--- src/rtl/serial_adder_pkg.sv ---
// Shared types and constants for the bit-serial add controller.
package serial_adder_pkg;

  localparam int unsigned DEFAULT_WIDTH = 8;

  typedef enum logic [1:0] {
    IDLE = 2'd0,
    RUN  = 2'd1,
    DONE = 2'd2
  } state_e;

endpackage

--- src/rtl/full_adder_bit.sv ---
// One-bit full-adder cell, purely combinational, shared across all bit positions.
module full_adder_bit (
  input  logic a,
  input  logic b,
  input  logic cin,
  output logic s,
  output logic cout
);

  logic p;

  assign p    = a ^ b;
  assign s    = p ^ cin;
  assign cout = (a & b) | (cin & p);

endmodule

--- src/rtl/serial_adder_ctrl.sv ---
// Bit-serial add controller: sequences one full-adder cell over WIDTH bits, LSB first.
// Optional SERIAL_ADDER_SUB_EN adds a 'sub' port for a - b via inverted B and forced carry.
module serial_adder_ctrl
  import serial_adder_pkg::*;
#(
  parameter int unsigned WIDTH = DEFAULT_WIDTH
) (
  input  logic             clk,
  input  logic             rst_n,
  input  logic             start,
  input  logic [WIDTH-1:0] a,
  input  logic [WIDTH-1:0] b,
  input  logic             cin,
`ifdef SERIAL_ADDER_SUB_EN
  input  logic             sub,
`endif
  output logic             busy,
  output logic             done,
  output logic [WIDTH-1:0] sum,
  output logic             cout
);

  localparam int unsigned CNT_W = (WIDTH > 1) ? $clog2(WIDTH) : 1;

  state_e             state_q, state_d;
  logic [WIDTH-1:0]   a_sh_q, a_sh_d;
  logic [WIDTH-1:0]   b_sh_q, b_sh_d;
  logic [WIDTH-1:0]   res_q, res_d;
  logic               carry_q, carry_d;
  logic [CNT_W-1:0]   cnt_q, cnt_d;
  logic               busy_q, busy_d;
  logic               done_q, done_d;
  logic [WIDTH-1:0]   sum_q, sum_d;
  logic               cout_q, cout_d;

  logic [WIDTH-1:0]   b_load;
  logic               c_load;
  logic               fa_s;
  logic               fa_co;

  // Operand B and initial carry as loaded at capture time.
`ifdef SERIAL_ADDER_SUB_EN
  assign b_load = sub ? ~b : b;
  assign c_load = sub ? 1'b1 : cin;
`else
  assign b_load = b;
  assign c_load = cin;
`endif

  full_adder_bit u_fa (
    .a    (a_sh_q[0]),
    .b    (b_sh_q[0]),
    .cin  (carry_q),
    .s    (fa_s),
    .cout (fa_co)
  );

  always_ff @(posedge clk or negedge rst_n) begin
    if (!rst_n) begin
      state_q <= IDLE;
      a_sh_q  <= '0;
      b_sh_q  <= '0;
      res_q   <= '0;
      carry_q <= 1'b0;
      cnt_q   <= '0;
      busy_q  <= 1'b0;
      done_q  <= 1'b0;
      sum_q   <= '0;
      cout_q  <= 1'b0;
    end else begin
      state_q <= state_d;
      a_sh_q  <= a_sh_d;
      b_sh_q  <= b_sh_d;
      res_q   <= res_d;
      carry_q <= carry_d;
      cnt_q   <= cnt_d;
      busy_q  <= busy_d;
      done_q  <= done_d;
      sum_q   <= sum_d;
      cout_q  <= cout_d;
    end
  end

  always_comb begin
    state_d = state_q;
    a_sh_d  = a_sh_q;
    b_sh_d  = b_sh_q;
    res_d   = res_q;
    carry_d = carry_q;
    cnt_d   = cnt_q;
    sum_d   = sum_q;
    cout_d  = cout_q;
    done_d  = 1'b0;

    unique case (state_q)
      IDLE: begin
        if (start) state_d = RUN;
      end
      RUN: begin
        a_sh_d  = a_sh_q >> 1;
        b_sh_d  = b_sh_q >> 1;
        res_d   = {fa_s, res_q[WIDTH-1:1]};
        carry_d = fa_co;
        // Final step publishes the result; the counter parks at WIDTH-1.
        if (cnt_q == CNT_W'(WIDTH - 1)) begin
          state_d = DONE;
          sum_d   = {fa_s, res_q[WIDTH-1:1]};
          cout_d  = fa_co;
          done_d  = 1'b1;
        end else begin
          cnt_d = cnt_q + CNT_W'(1);
        end
      end
      DONE: begin
        state_d = start ? RUN : IDLE;
      end
      default: state_d = IDLE;
    endcase

    // Capture is shared by IDLE and the back-to-back accept from DONE.
    if (start && (state_q == IDLE || state_q == DONE)) begin
      a_sh_d  = a;
      b_sh_d  = b_load;
      carry_d = c_load;
      res_d   = '0;
      cnt_d   = '0;
    end

    busy_d = (state_d == RUN);
  end

  assign busy = busy_q;
  assign done = done_q;
  assign sum  = sum_q;
  assign cout = cout_q;

endmodule
--- config.mk ---
export PLATFORM = sky130hd
export DESIGN_NAME = serial_adder_ctrl
export DESIGN_NICKNAME = d
export VERILOG_FILES = /design/src/rtl/serial_adder_pkg.sv /design/src/rtl/full_adder_bit.sv /design/src/rtl/serial_adder_ctrl.sv
export SDC_FILE = /design/constraint.sdc
export NUM_CORES = 1
export LEC_CHECK = 0
export CAP_MARGIN = 0
export CORE_ASPECT_RATIO = 0.7
export CORE_MARGIN = 5
export CORE_UTILIZATION = 50
export CTS_CLUSTER_DIAMETER = 60
export DETAILED_ROUTE_END_ITERATION = 16
export PLACE_DENSITY = 0.77
export SLEW_MARGIN = 20
export SYNTH_ARGS = -nofsm -noshare
export SYNTH_HDL_FRONTEND = slang
export SYNTH_SLANG_ARGS = --single-unit
--- constraint.sdc ---
create_clock -name clk -period 1.7 [get_ports clk]
set_input_delay 0.34 -clock clk [delete_from_list [all_inputs] [get_ports clk]]
set_output_delay 0.34 -clock clk [all_outputs]
set_load 0.005 [all_outputs]
==> results.md <==
- Outcome: complete, no violations
- Routed wire per std cell: 15.5 µm
- CP required: ~1900 ps
- Synth cell count leaders: 40 x dfrtp_1, 19 x inv_1, 16 x a21oi_1
- Final ANT Viol Nets: 0
- Clk buf depth: 2
- Congestion Overflow GR: 0
- Crit path max fanout: 8
- Row cnt: 17
- Hpwl dp: 2.38 mm
- Hold Violations, Final: 0
- CP arrival: 1750 ps
- Worst slew pin tran: just under 500 ps
- Slew headroom: 0.679
- Distinct cells, synth: 23
- Post-CTS Resized: 0
- Ys Warns: 0
- Setup CP Type: register to register
- Number of synthesized flops with an enable pin: 0
- CP Launch Type: register
- Final nets: 200
- Share of cells above drive strength 1: 0.140
- Worst IR Drop VDD: between 0.6 and 0.7 mV
- Setup ws final: 129 ps
- Clk root buf: clkbuf_8
- Latest clock arrival within the worst-skew pair: 300 ps
- Cells after synthesis: 140
- Top_reg_cell synth: dfrtp_1
- Slew Limit Fails: 0
- Worst-path clk slew: 90 ps
- P_leak: a little over 1 nW
- Clk sinks: 40
- H-Tree Depth: 2
- First-pass DRT Iterations: 3
- Worst slack, placed: 39.5 ps
- # IOs: 31
- PnR Total Power: around 0.0037 W
- Initial core utilization: 0.525
- Die Y: 58.4 µm
- Post-synthesis area per instance: 12.0 µm²
- Vias in the first global route: about 1200
- RSZ-0062 raised after global routing: false
- Tcrit/Tclk final: 0.924
- Min Clock Period, post-route: 1570 ps
- Worst setup EP type: register
- Final wirelength: 3.35 mm
- Syn Nets: 163
- TritonCTS clock tree: done
- Via/cell ratio: 5.28
- Area Overhead vs Synth: 28.1%
- Post-synth top area cell: dfrtp_1
- First-pass GRT wire length: between 5 and 6 mm
- Vias: 1141
- Total Neg Setup Slack: 0 ps
- Most numerous cell in the Yosys netlist: dfrtp_1
- Die X: roughly 80 µm
- Max Clock Freq: 637 MHz
- Number of cells in the finished layout apart from fillers: 216
- Max Clock Skew: 12.5 ps
- Number of synthesized register bits: 40
- DP Area: between 0.002 and 0.0025 mm²
- Hold Path Class: register to register
- Die Area: approximately 0.0046 mm²
- Ys async rst share: 1.00
- Final instance area: approximately 0.0021 mm²
- DRC Markers: 0
- Total GRT Usage: 0.167
- Core area: between 0.003 and 0.004 mm²
- Final setup fails: 0
- Synth top area share: 0.598
- # placed instances: 207
- First DRT Iteration DRCs: 58
- Seq/Total Area, Yosys: 0.598
- Largest net degree at the start of global routing: slightly above 40
- Total CTS buffers: 5
- Power per Cell Area: 1720 mW/mm²
- Routability congestion estimate: 0.817
- Number of port buffers: 30
- Largest cells by area after synthesis: dfrtp_1 60%, mux2_2 5.4%, a22o_1 5.2%
- Cell area after synthesis: 0.00167 mm²
- Initial antenna violation count: 0
- MaxCap Viol Count: 0
- N_diodes: 0
-- report_power, final --
part	switching [W]	internal (W)
clock network	0.000342	0.000329
logic	0.000633	0.000751
registers	0.000276	0.00136
-- registers in the layout, indices dropped and copies added, names as in the netlist --
name and count:
cout 1, carry_q 1, a_sh_q 8, cnt_q 3
b_sh_q 8, res_q 7, sum 8, done 1
busy 1, state_q 2
-- cells by family after synthesis --
| kind of cell | count (synthesis) | share of synthesized area |
|---|---|---|
| AO/OA/AOI/OAI | 45 | 0.174 |
| adder cells (fa/ha/maj) | 3 | 0.0269 |
| buffers and inverters | 26 | 0.0725 |
| flip-flops | 40 | 0.598 |
| multiplexers | 11 | 0.0718 |
| AND/OR/NAND/NOR | 15 | 0.0568 |
-- area by class of cell --
type | instances | area, µm²
clock buffer | 6 | 82.6
sequential | 40 | 1000
inverter | 19 | 71.3
tap | 38 | 47.5
clock inverter | 2 | 15.0
multi-input combinational | 74 | 552
fill | 244 | 1050
timing repair buffer | 37 | 375
-- cell usage in the layout, fill, tap and decap left out, drive strengths merged --
cell / count
nor2b: 5
o2bb2ai: 1
nor2: 3
a22o: 10
o21ai: 2
clkbuf: 6
nand3b: 1
a21o: 1
nand2: 2
a21oi: 16
ha: 2
o22ai: 12
or3b: 1
buf: 7
clkdlybuf4s50: 29
dfrtp: 40
clkinvlp: 2
fa: 1
mux2: 8
mux2i: 3
inv: 19
a211oi: 3
dlygate4sd3: 1
nand2b: 2
nor3b: 1
-- stage by stage --
stage	util	hold WS [ps]
floorplan	-	44.4
global placement	0.638	322
detailed placement	0.638	323
CTS	0.672	499
global route	0.672	535
finish	0.672	495
-- critical path, stage by stage (launching register included) --
cell	delay [ps]
dfrtp_1	410
ha_1	210
ha_1	220
nand3b_2	230
mux2_2	370
-- per-layer routing --
metal	wire length, µm	track usage	up-vias
met2	1530	0.249	20
met1	1620	0.231	550
met5	0	0	-
li1	-	-	567
met4	31	0.0368	0
met3	174	0.0657	4
-- timing repair --
action,CTS,global route
setup buffers,0,0
hold buffers,1,0
hold endpoints to repair,13,0
-- path summary, 6_finish.rpt --
| path | from | endpoint | slack, ps | cells past startpoint |
|---|---|---|---|---|
| setup reg to reg | cnt_q[0] | sum[0] | 130 | 4 |
| setup / recovery | cnt_q[0] | sum[0] | 130 | 4 |
| max in group asynchronous | rst_n | a_sh_q[4] | 960 | 3 |
| hold reg to reg | sum[7] | sum[7] | 490 | 2 |
| hold / removal | sum[7] | sum[7] | 490 | 2 |
| min in group asynchronous | rst_n | a_sh_q[3] | 540 | 3 |
(Power assumes the default switching activity.)
